**src/rtl/mips_pkg.sv**
```systemverilog
// Shared constants for the multi-cycle MIPS controller: ALU codes, opcodes, functs, FSM states, mux encodings.
// MC_CTRL_BNE_EN (optional) adds bne (opcode 0x05) to the DECODE dispatch.
package mips_pkg;

  localparam int ALU_CODE_W = 3;

  localparam logic [2:0] ALU_AND = 3'b000;
  localparam logic [2:0] ALU_OR  = 3'b001;
  localparam logic [2:0] ALU_ADD = 3'b010;
  localparam logic [2:0] ALU_EQU = 3'b101;
  localparam logic [2:0] ALU_SUB = 3'b110;
  localparam logic [2:0] ALU_SLT = 3'b111;

  localparam logic [5:0] OP_RTYPE = 6'h00;
  localparam logic [5:0] OP_J     = 6'h02;
  localparam logic [5:0] OP_BEQ   = 6'h04;
  localparam logic [5:0] OP_BNE   = 6'h05;
  localparam logic [5:0] OP_ADDI  = 6'h08;
  localparam logic [5:0] OP_LW    = 6'h23;
  localparam logic [5:0] OP_SW    = 6'h2B;

  localparam logic [5:0] FN_ADD = 6'h20;
  localparam logic [5:0] FN_SUB = 6'h22;
  localparam logic [5:0] FN_AND = 6'h24;
  localparam logic [5:0] FN_OR  = 6'h25;
  localparam logic [5:0] FN_SLT = 6'h2A;

  localparam logic [1:0] SRCB_RT      = 2'b00;
  localparam logic [1:0] SRCB_FOUR    = 2'b01;
  localparam logic [1:0] SRCB_IMM     = 2'b10;
  localparam logic [1:0] SRCB_IMM_SH2 = 2'b11;

  localparam logic [1:0] PCSRC_ALU    = 2'b00;
  localparam logic [1:0] PCSRC_ALUOUT = 2'b01;
  localparam logic [1:0] PCSRC_JUMP   = 2'b10;

  typedef enum logic [3:0] {
    S_IDLE, S_FETCH, S_DECODE, S_MEMADR, S_MEMRD, S_MEMWB, S_MEMWR,
    S_RTEX, S_RTWB, S_ADDIEX, S_ADDIWB, S_BRANCH, S_JUMP
  } state_t;

  // DECODE target for an opcode; S_FETCH means the opcode is unsupported.
  function automatic state_t decode_dispatch(input logic [5:0] op);
    state_t nxt;
    case (op)
      OP_LW, OP_SW: nxt = S_MEMADR;
      OP_RTYPE:     nxt = S_RTEX;
      OP_ADDI:      nxt = S_ADDIEX;
      OP_BEQ:       nxt = S_BRANCH;
`ifdef MC_CTRL_BNE_EN
      OP_BNE:       nxt = S_BRANCH;
`endif
      OP_J:         nxt = S_JUMP;
      default:      nxt = S_FETCH;
    endcase
    return nxt;
  endfunction

endpackage

```
**src/rtl/mc_alu_dec.sv**
```systemverilog
// R-type funct decoder: maps funct to an ALU code and flags unsupported functs.
module mc_alu_dec
  import mips_pkg::*;
(
  input  logic [5:0] funct,
  output logic [2:0] alu_code,
  output logic       funct_ok
);

  always_comb begin
    alu_code = ALU_AND;
    funct_ok = 1'b1;
    case (funct)
      FN_ADD:  alu_code = ALU_ADD;
      FN_SUB:  alu_code = ALU_SUB;
      FN_AND:  alu_code = ALU_AND;
      FN_OR:   alu_code = ALU_OR;
      FN_SLT:  alu_code = ALU_SLT;
      default: funct_ok = 1'b0;
    endcase
  end

endmodule

```
**src/rtl/mc_ctrl.sv**
```systemverilog
// Multi-cycle MIPS control FSM: sequences fetch/decode/execute/memory/writeback and drives datapath selects.
// Optional MC_CTRL_BNE_EN adds bne, resolved in BRANCH with the inverted zero flag.
module mc_ctrl
  import mips_pkg::*;
#(
  parameter int ALU_W = 3
) (
  input  logic             clk,
  input  logic             rst_n,
  input  logic [5:0]       opcode,
  input  logic [5:0]       funct,
  input  logic             flagZ,
  input  logic             mem_ready,
  output logic             mem_req,
  output logic             mem_write,
  output logic             iord,
  output logic             ir_write,
  output logic             pc_write,
  output logic [1:0]       pc_src,
  output logic             alu_src_a,
  output logic [1:0]       alu_src_b,
  output logic [ALU_W-1:0] alu_sel,
  output logic             reg_write,
  output logic             reg_dst,
  output logic             mem_to_reg,
  output logic             instr_done,
  output logic             illegal
);

  state_t     state;
  logic [2:0] rt_code;
  logic       rt_ok;
  logic [2:0] alu_code;

  mc_alu_dec u_alu_dec (
    .funct    (funct),
    .alu_code (rt_code),
    .funct_ok (rt_ok)
  );

  always_ff @(posedge clk or negedge rst_n) begin
    if (!rst_n) begin
      state <= S_IDLE;
    end else begin
      case (state)
        S_IDLE:   state <= S_FETCH;
        S_FETCH:  if (mem_ready) state <= S_DECODE;
        S_DECODE: state <= decode_dispatch(opcode);
        S_MEMADR: state <= (opcode == OP_LW) ? S_MEMRD : S_MEMWR;
        S_MEMRD:  if (mem_ready) state <= S_MEMWB;
        S_MEMWB:  state <= S_FETCH;
        S_MEMWR:  if (mem_ready) state <= S_FETCH;
        S_RTEX:   state <= rt_ok ? S_RTWB : S_FETCH;
        S_RTWB:   state <= S_FETCH;
        S_ADDIEX: state <= S_ADDIWB;
        S_ADDIWB: state <= S_FETCH;
        S_BRANCH: state <= S_FETCH;
        S_JUMP:   state <= S_FETCH;
        default:  state <= S_IDLE;
      endcase
    end
  end

  assign alu_sel = ALU_W'(alu_code);

  // Moore decode; only FETCH/MEMWR (mem_ready) and BRANCH (flagZ) look at live inputs.
  always_comb begin
    mem_req    = 1'b0;
    mem_write  = 1'b0;
    iord       = 1'b0;
    ir_write   = 1'b0;
    pc_write   = 1'b0;
    pc_src     = PCSRC_ALU;
    alu_src_a  = 1'b0;
    alu_src_b  = SRCB_RT;
    alu_code   = ALU_AND;
    reg_write  = 1'b0;
    reg_dst    = 1'b0;
    mem_to_reg = 1'b0;
    instr_done = 1'b0;
    illegal    = 1'b0;
    case (state)
      S_FETCH: begin
        mem_req   = 1'b1;
        alu_src_b = SRCB_FOUR;
        alu_code  = ALU_ADD;
        ir_write  = mem_ready;
        pc_write  = mem_ready;
      end
      S_DECODE: begin
        alu_src_b = SRCB_IMM_SH2;
        alu_code  = ALU_ADD;
        illegal   = (decode_dispatch(opcode) == S_FETCH);
      end
      S_MEMADR, S_ADDIEX: begin
        alu_src_a = 1'b1;
        alu_src_b = SRCB_IMM;
        alu_code  = ALU_ADD;
      end
      S_MEMRD: begin
        mem_req = 1'b1;
        iord    = 1'b1;
      end
      S_MEMWB: begin
        reg_write  = 1'b1;
        mem_to_reg = 1'b1;
        instr_done = 1'b1;
      end
      S_MEMWR: begin
        mem_req    = 1'b1;
        mem_write  = 1'b1;
        iord       = 1'b1;
        instr_done = mem_ready;
      end
      S_RTEX: begin
        alu_src_a = 1'b1;
        alu_code  = rt_ok ? rt_code : ALU_AND;
        illegal   = ~rt_ok;
      end
      S_RTWB: begin
        reg_write  = 1'b1;
        reg_dst    = 1'b1;
        instr_done = 1'b1;
      end
      S_ADDIWB: begin
        reg_write  = 1'b1;
        instr_done = 1'b1;
      end
      S_BRANCH: begin
        alu_src_a  = 1'b1;
        alu_code   = ALU_SUB;
        pc_src     = PCSRC_ALUOUT;
        instr_done = 1'b1;
`ifdef MC_CTRL_BNE_EN
        pc_write   = (opcode == OP_BNE) ? ~flagZ : flagZ;
`else
        pc_write   = flagZ;
`endif
      end
      S_JUMP: begin
        pc_src     = PCSRC_JUMP;
        pc_write   = 1'b1;
        instr_done = 1'b1;
      end
      default: ;
    endcase
  end

endmodule

```
**config.mk**
```make
export PLATFORM = sky130hd
export DESIGN_NAME = mc_ctrl
export DESIGN_NICKNAME = d
export VERILOG_FILES = /design/src/rtl/mips_pkg.sv /design/src/rtl/mc_alu_dec.sv /design/src/rtl/mc_ctrl.sv
export SDC_FILE = /design/constraint.sdc
export NUM_CORES = 1
export LEC_CHECK = 0
export CAP_MARGIN = 10
export CORE_ASPECT_RATIO = 1.2
export CORE_MARGIN = 2
export CORE_UTILIZATION = 35
export CTS_CLUSTER_DIAMETER = 40
export DETAILED_ROUTE_END_ITERATION = 10
export GPL_TIMING_DRIVEN = 0
export HOLD_SLACK_MARGIN = 0.03
export PLACE_DENSITY = 0.81
export SLEW_MARGIN = 20
export SYNTH_ARGS = -nofsm -noshare
export SYNTH_HDL_FRONTEND = slang
export SYNTH_SLANG_ARGS = --single-unit
export TNS_END_PERCENT = 50
```
**constraint.sdc**
```tcl
create_clock -name clk -period 1.6 [get_ports clk]
set_input_delay 0.32 -clock clk [delete_from_list [all_inputs] [get_ports clk]]
set_output_delay 0.32 -clock clk [all_outputs]
set_load 0.01 [all_outputs]
```
==> impl.org <==
** Cells and area
- Fraction of final layout cells sized beyond drive strength 1 :: 61.4%
- Total number of nets in the final design :: 176
- Count of antenna diodes in the layout :: 0
- The largest registers in the layout are state: 4 flops.
- Relative to the synthesized area, the layout overhead comes to 119%.
- The register with the most flip-flops in the layout has 4 of them.
- Excluding fillers, the count of instances in the completed layout stands at 177.
- Reg with most FFs :: state

** Yosys
- The synthesized netlist devotes 41.8% of its cell area to simple gates.
- After Yosys synthesis, XOR and XNOR cells account for 2.62% of the synthesized area.
- Number of nets produced by synthesis :: 111
- The mapped netlist covers 668 sq um.
- Mapped Cells :: 95
- Synth Area in Adders :: 0%
- Synthesis inferred 4 register bits.
- Sequential elements use 15.0% of the synthesized area.
- Total number of yosys warnings :: 0
- Area fraction in compound gates after synthesis :: 31.3%
- Number of library cell types mapped by synthesis :: 42
- Post-synthesis average cell area :: 7.03 sq um
- In the synthesized netlist, mux cells make up 4.68% of the area.
- Largest family of logic cells by synthesized area :: simple AND/OR/NAND/NOR gates

** Detailed routing
- After detailed routing, the number of vias per cell comes to 6.37.
- Antenna viol nets, final :: 0
- Number of design rule violations left after detail routing :: 0
- Detailed router's first-iteration violation count :: 30
- Drt total wl :: 3.48 mm
- The final route contains 1127 vias.
- Routed wire length per instance :: 19.7 um
- For this run, the detailed router's first-pass iteration total came to 4.

** Clocking
- Clock tree synthesis inserted a total of 3 buffers.
- The root buffer cell chosen for the clock tree is clkbuf_4.
- H-tree level count :: 1
- In this run the deepest clock path goes through 2 buffers.
- TritonCTS built the clock tree.
- Clock latency on the worst-skew pair :: 0.26 ns
- Count of clock tree sinks :: 4
- Clk pin slew, worst setup/hold paths :: 0.05 ns

** Floorplanning
- After floorplanning, the core was divided into 17 placement rows.
- In this run the standard cell core region covers 0.00183 sq mm.
- Horizontal die dimension :: 43.9 um
- Vertical die dimension :: 51.9 um
- IO Pins :: 34
- For this configuration, the core starts out at a cell density of 36.5%.
- Total die area :: 0.00228 sq mm

** Global route
- The via count of the first global-routing pass was 1092.
- Entering global routing, the biggest net connects 9 pins.
- Wire length of the first global-routing pass :: 4.95 mm
- Overall global routing resource usage :: 29.6%
- Antenna violations before repair :: 0
- Global routing finished with a remaining overflow of 0.

** Critical path
- Worst setup slack for register-to-register paths :: -0.01 ns
- Reg2Reg Capture Point :: state[1]$_DFFE_PN0P_
- STA puts the critical path data arrival time at 1.67 ns.
- STA puts the critical path data required time at 1.28 ns.
- Counting buffers and inverters, the worst setup path is 5 cells deep.
- Highest net fanout along the worst path :: 6
- Bufs and invs on worst path :: 2
- STA classifies the critical path startpoint as a flop.
- The startpoint identified for the worst register-to-register timing path is state[3]$_DFFE_PN0P_.
- By instance count, the cell type seen most on the critical path is a21oi_1.
- The critical path ends at instr_done.
- Category of cells accounting for the largest share of critical-path delay :: flip-flops
- Largest stage delay, worst path :: 0.45 ns
- For this design, the slowest cell found on the critical path is dfrtp_2.
- Critical Path Source :: state[2]$_DFFE_PN0P_
- The critical path in this run is classified as reg -> out.
- Kind of capture point of the worst setup path :: output port
- CP cell instances :: clkbuf_8 -> nor3b_2 -> a21oi_1 -> a21oi_1 -> buf_2
- Length in cells of the worst reg-to-reg path :: 5

** STA
- The hold violation count in the final report is 0.
- Final setup margin :: -0.393 ns
- Setup repair after global routing could not meet its margin everywhere.
- At the pin with the least slew margin, the transition time is 0.356 ns.
- Worst Hold Margin :: 0.253 ns
- Setup violations remaining at the end of the flow were counted as 17.
- Min Tclk post-route :: 1.99 ns
- Worst Clk Skew :: 0.0123 ns
- The final-report max-slew violation count was 0.
- Fmax :: 0.502 GHz
- Ratio of final minimum period to clock period :: 125%
- Remaining max-slew budget at the tightest pin :: 75.9%
- Total negative slack :: -2.24 ns

** Run status
- Violations in the final reports :: negative setup slack
- The run finished, with violations left.

** Power
- VDD sags by at most 973 uV.
- Leakage Power :: 0.684 nW
- Power spread over the standard cell area amounts to 1600 mW/mm^2.

** Placement
- Placed cell count :: 147
- Once detailed placement completed, the half-perimeter wirelength came to 1.59 mm.
- Port Buf Inserts :: 33
- Placer's final routability congestion estimate :: 0.870

** Hold path
- Worst hold path type :: in -> async

** Job
- Max-cap violations in this run came to 0.
==> how the worst min path moves through the flow <==
stage	slack [ns]	endpoint
after floorplan	0.02	state[0]$_DFFE_PN0P_
after global placement	0.52	state[2]$_DFFE_PN0P_
after detailed placement	0.53	state[3]$_DFFE_PN0P_
after CTS	0.26	state[0]$_DFFE_PN0P_
after global routing	0.27	state[0]$_DFFE_PN0P_
final	0.25	state[0]$_DFFE_PN0P_
==> cell families after synthesis <==
kind of cell              Yosys count
AOI/OAI and AO/OA                  29
xor gates and xnor gates            2
buffers and inverters               8
DFF                                 4
muxes                               3
and+or+nand+nor                    49
==> worst register-to-register path: stages, from the launching register on <==
cell     delay (ns)
dfrtp_2        0.48
buf_8          0.17
buf_4          0.14
nor4b_1        0.36
mux2i_1        0.15
a31oi_1        0.21
==> report_power, final <==
group / switching [mW] / internal, mW
sequential: 0.0713 / 0.145
combinational: 0.933 / 1.05
clock: 0.0588 / 0.0851
==> synthesized netlist by cell type, drive strengths merged <==
cell type / n / area share, %
nand2: 8 / 4.5
or2: 1 / 0.94
nand2b: 6 / 5.6
o2111ai: 1 / 1.3
and3b: 1 / 1.3
a32o: 1 / 1.5
mux2i: 2 / 3.0
nor4bb: 1 / 1.5
a311oi: 1 / 1.3
o22ai: 4 / 3.7
and3: 1 / 0.94
o41a: 1 / 1.7
dfrtp: 4 / 15
a22o: 1 / 1.3
inv: 1 / 0.56
clkbuf: 6 / 3.4
xnor2: 1 / 1.3
o31a: 1 / 1.3
nand4: 1 / 0.94
a21o: 2 / 2.2
nor2: 12 / 6.7
nor3b: 1 / 1.1
a31oi: 2 / 1.9
a211o: 1 / 1.3
o21a: 1 / 1.1
o211ai: 2 / 2.2
a41o: 1 / 1.5
a21oi: 6 / 4.5
nand4b: 1 / 1.3
or3: 1 / 0.94
nor3: 4 / 3.0
xor2: 1 / 1.3
mux2: 1 / 1.7
a211oi: 1 / 1.1
nor4b: 2 / 2.6
or4b: 1 / 2.1
and4b: 1 / 1.5
buf: 1 / 0.75
a2111o: 1 / 1.7
nor2b: 6 / 5.6
o21ai: 2 / 1.5
or4: 1 / 1.1
==> area by class of cell <==
type                    instances  area [sq um]
plain buffers                   6          93.8
clock buffers                   3          22.5
fillers                       135           368
inverters                       1          3.75
multi-input cells              83           727
flip-flops and latches          4           104
well taps                      19          23.8
repair buffers                 61           487
==> layer usage <==
layer / vias up / wire, um / track usage (%)
li1: 489 / - / -
met1: 535 / 1250 / 30.5
met2: 77 / 1760 / 52.2
met3: 26 / 245 / 5.56
met4: 0 / 219 / 21.2
met5: - / 0 / 0
==> timing repair <==
item,in CTS,in global routing
buffers inserted,21,5
setup endpoints to repair,20,19
gates cloned,2,0
resized for setup,147,30
pin swaps,16,5
hold buffers,0,0
==> per-stage QoR <==
step	cell area, sq um	total power [mW]	setup WS (ns)	util (%)
after floorplan	679	0.858	-0.0721	-
after global routing	1460	2.46	-0.474	79.9
after global placement	1030	1.33	-0.943	56.5
after detailed placement	1030	1.33	-0.953	56.5
final	1460	2.34	-0.393	79.9
after CTS	1360	1.98	-0.194	74.3
==> layout by cell type (no fill, tap or decap), types with 2 or more instances in the layout <==
cell type	netlist	layout
nand2_1	8	5
nor2_4	0	3
nand2b_4	0	4
a21oi_2	0	2
a21o_1	2	2
buf_4	0	19
nor3_4	0	2
o211ai_1	2	2
buf_2	1	17
clkdlybuf4s50_1	0	3
o21ai_0	2	2
dfrtp_2	0	3
clkbuf_8	0	2
a21oi_1	6	4
clkbuf_4	0	5
nor2_1	12	6
a31oi_1	2	2
nor2b_4	0	3
nor2_2	0	3
nor2b_1	6	2
dlygate4sd2_1	0	5
nand2_4	0	2
nand2b_1	6	2
buf_6	0	10
buf_8	0	3
o22ai_1	4	3
clkbuf_2	0	2
Note: power is estimated with default switching activity, not from simulation.
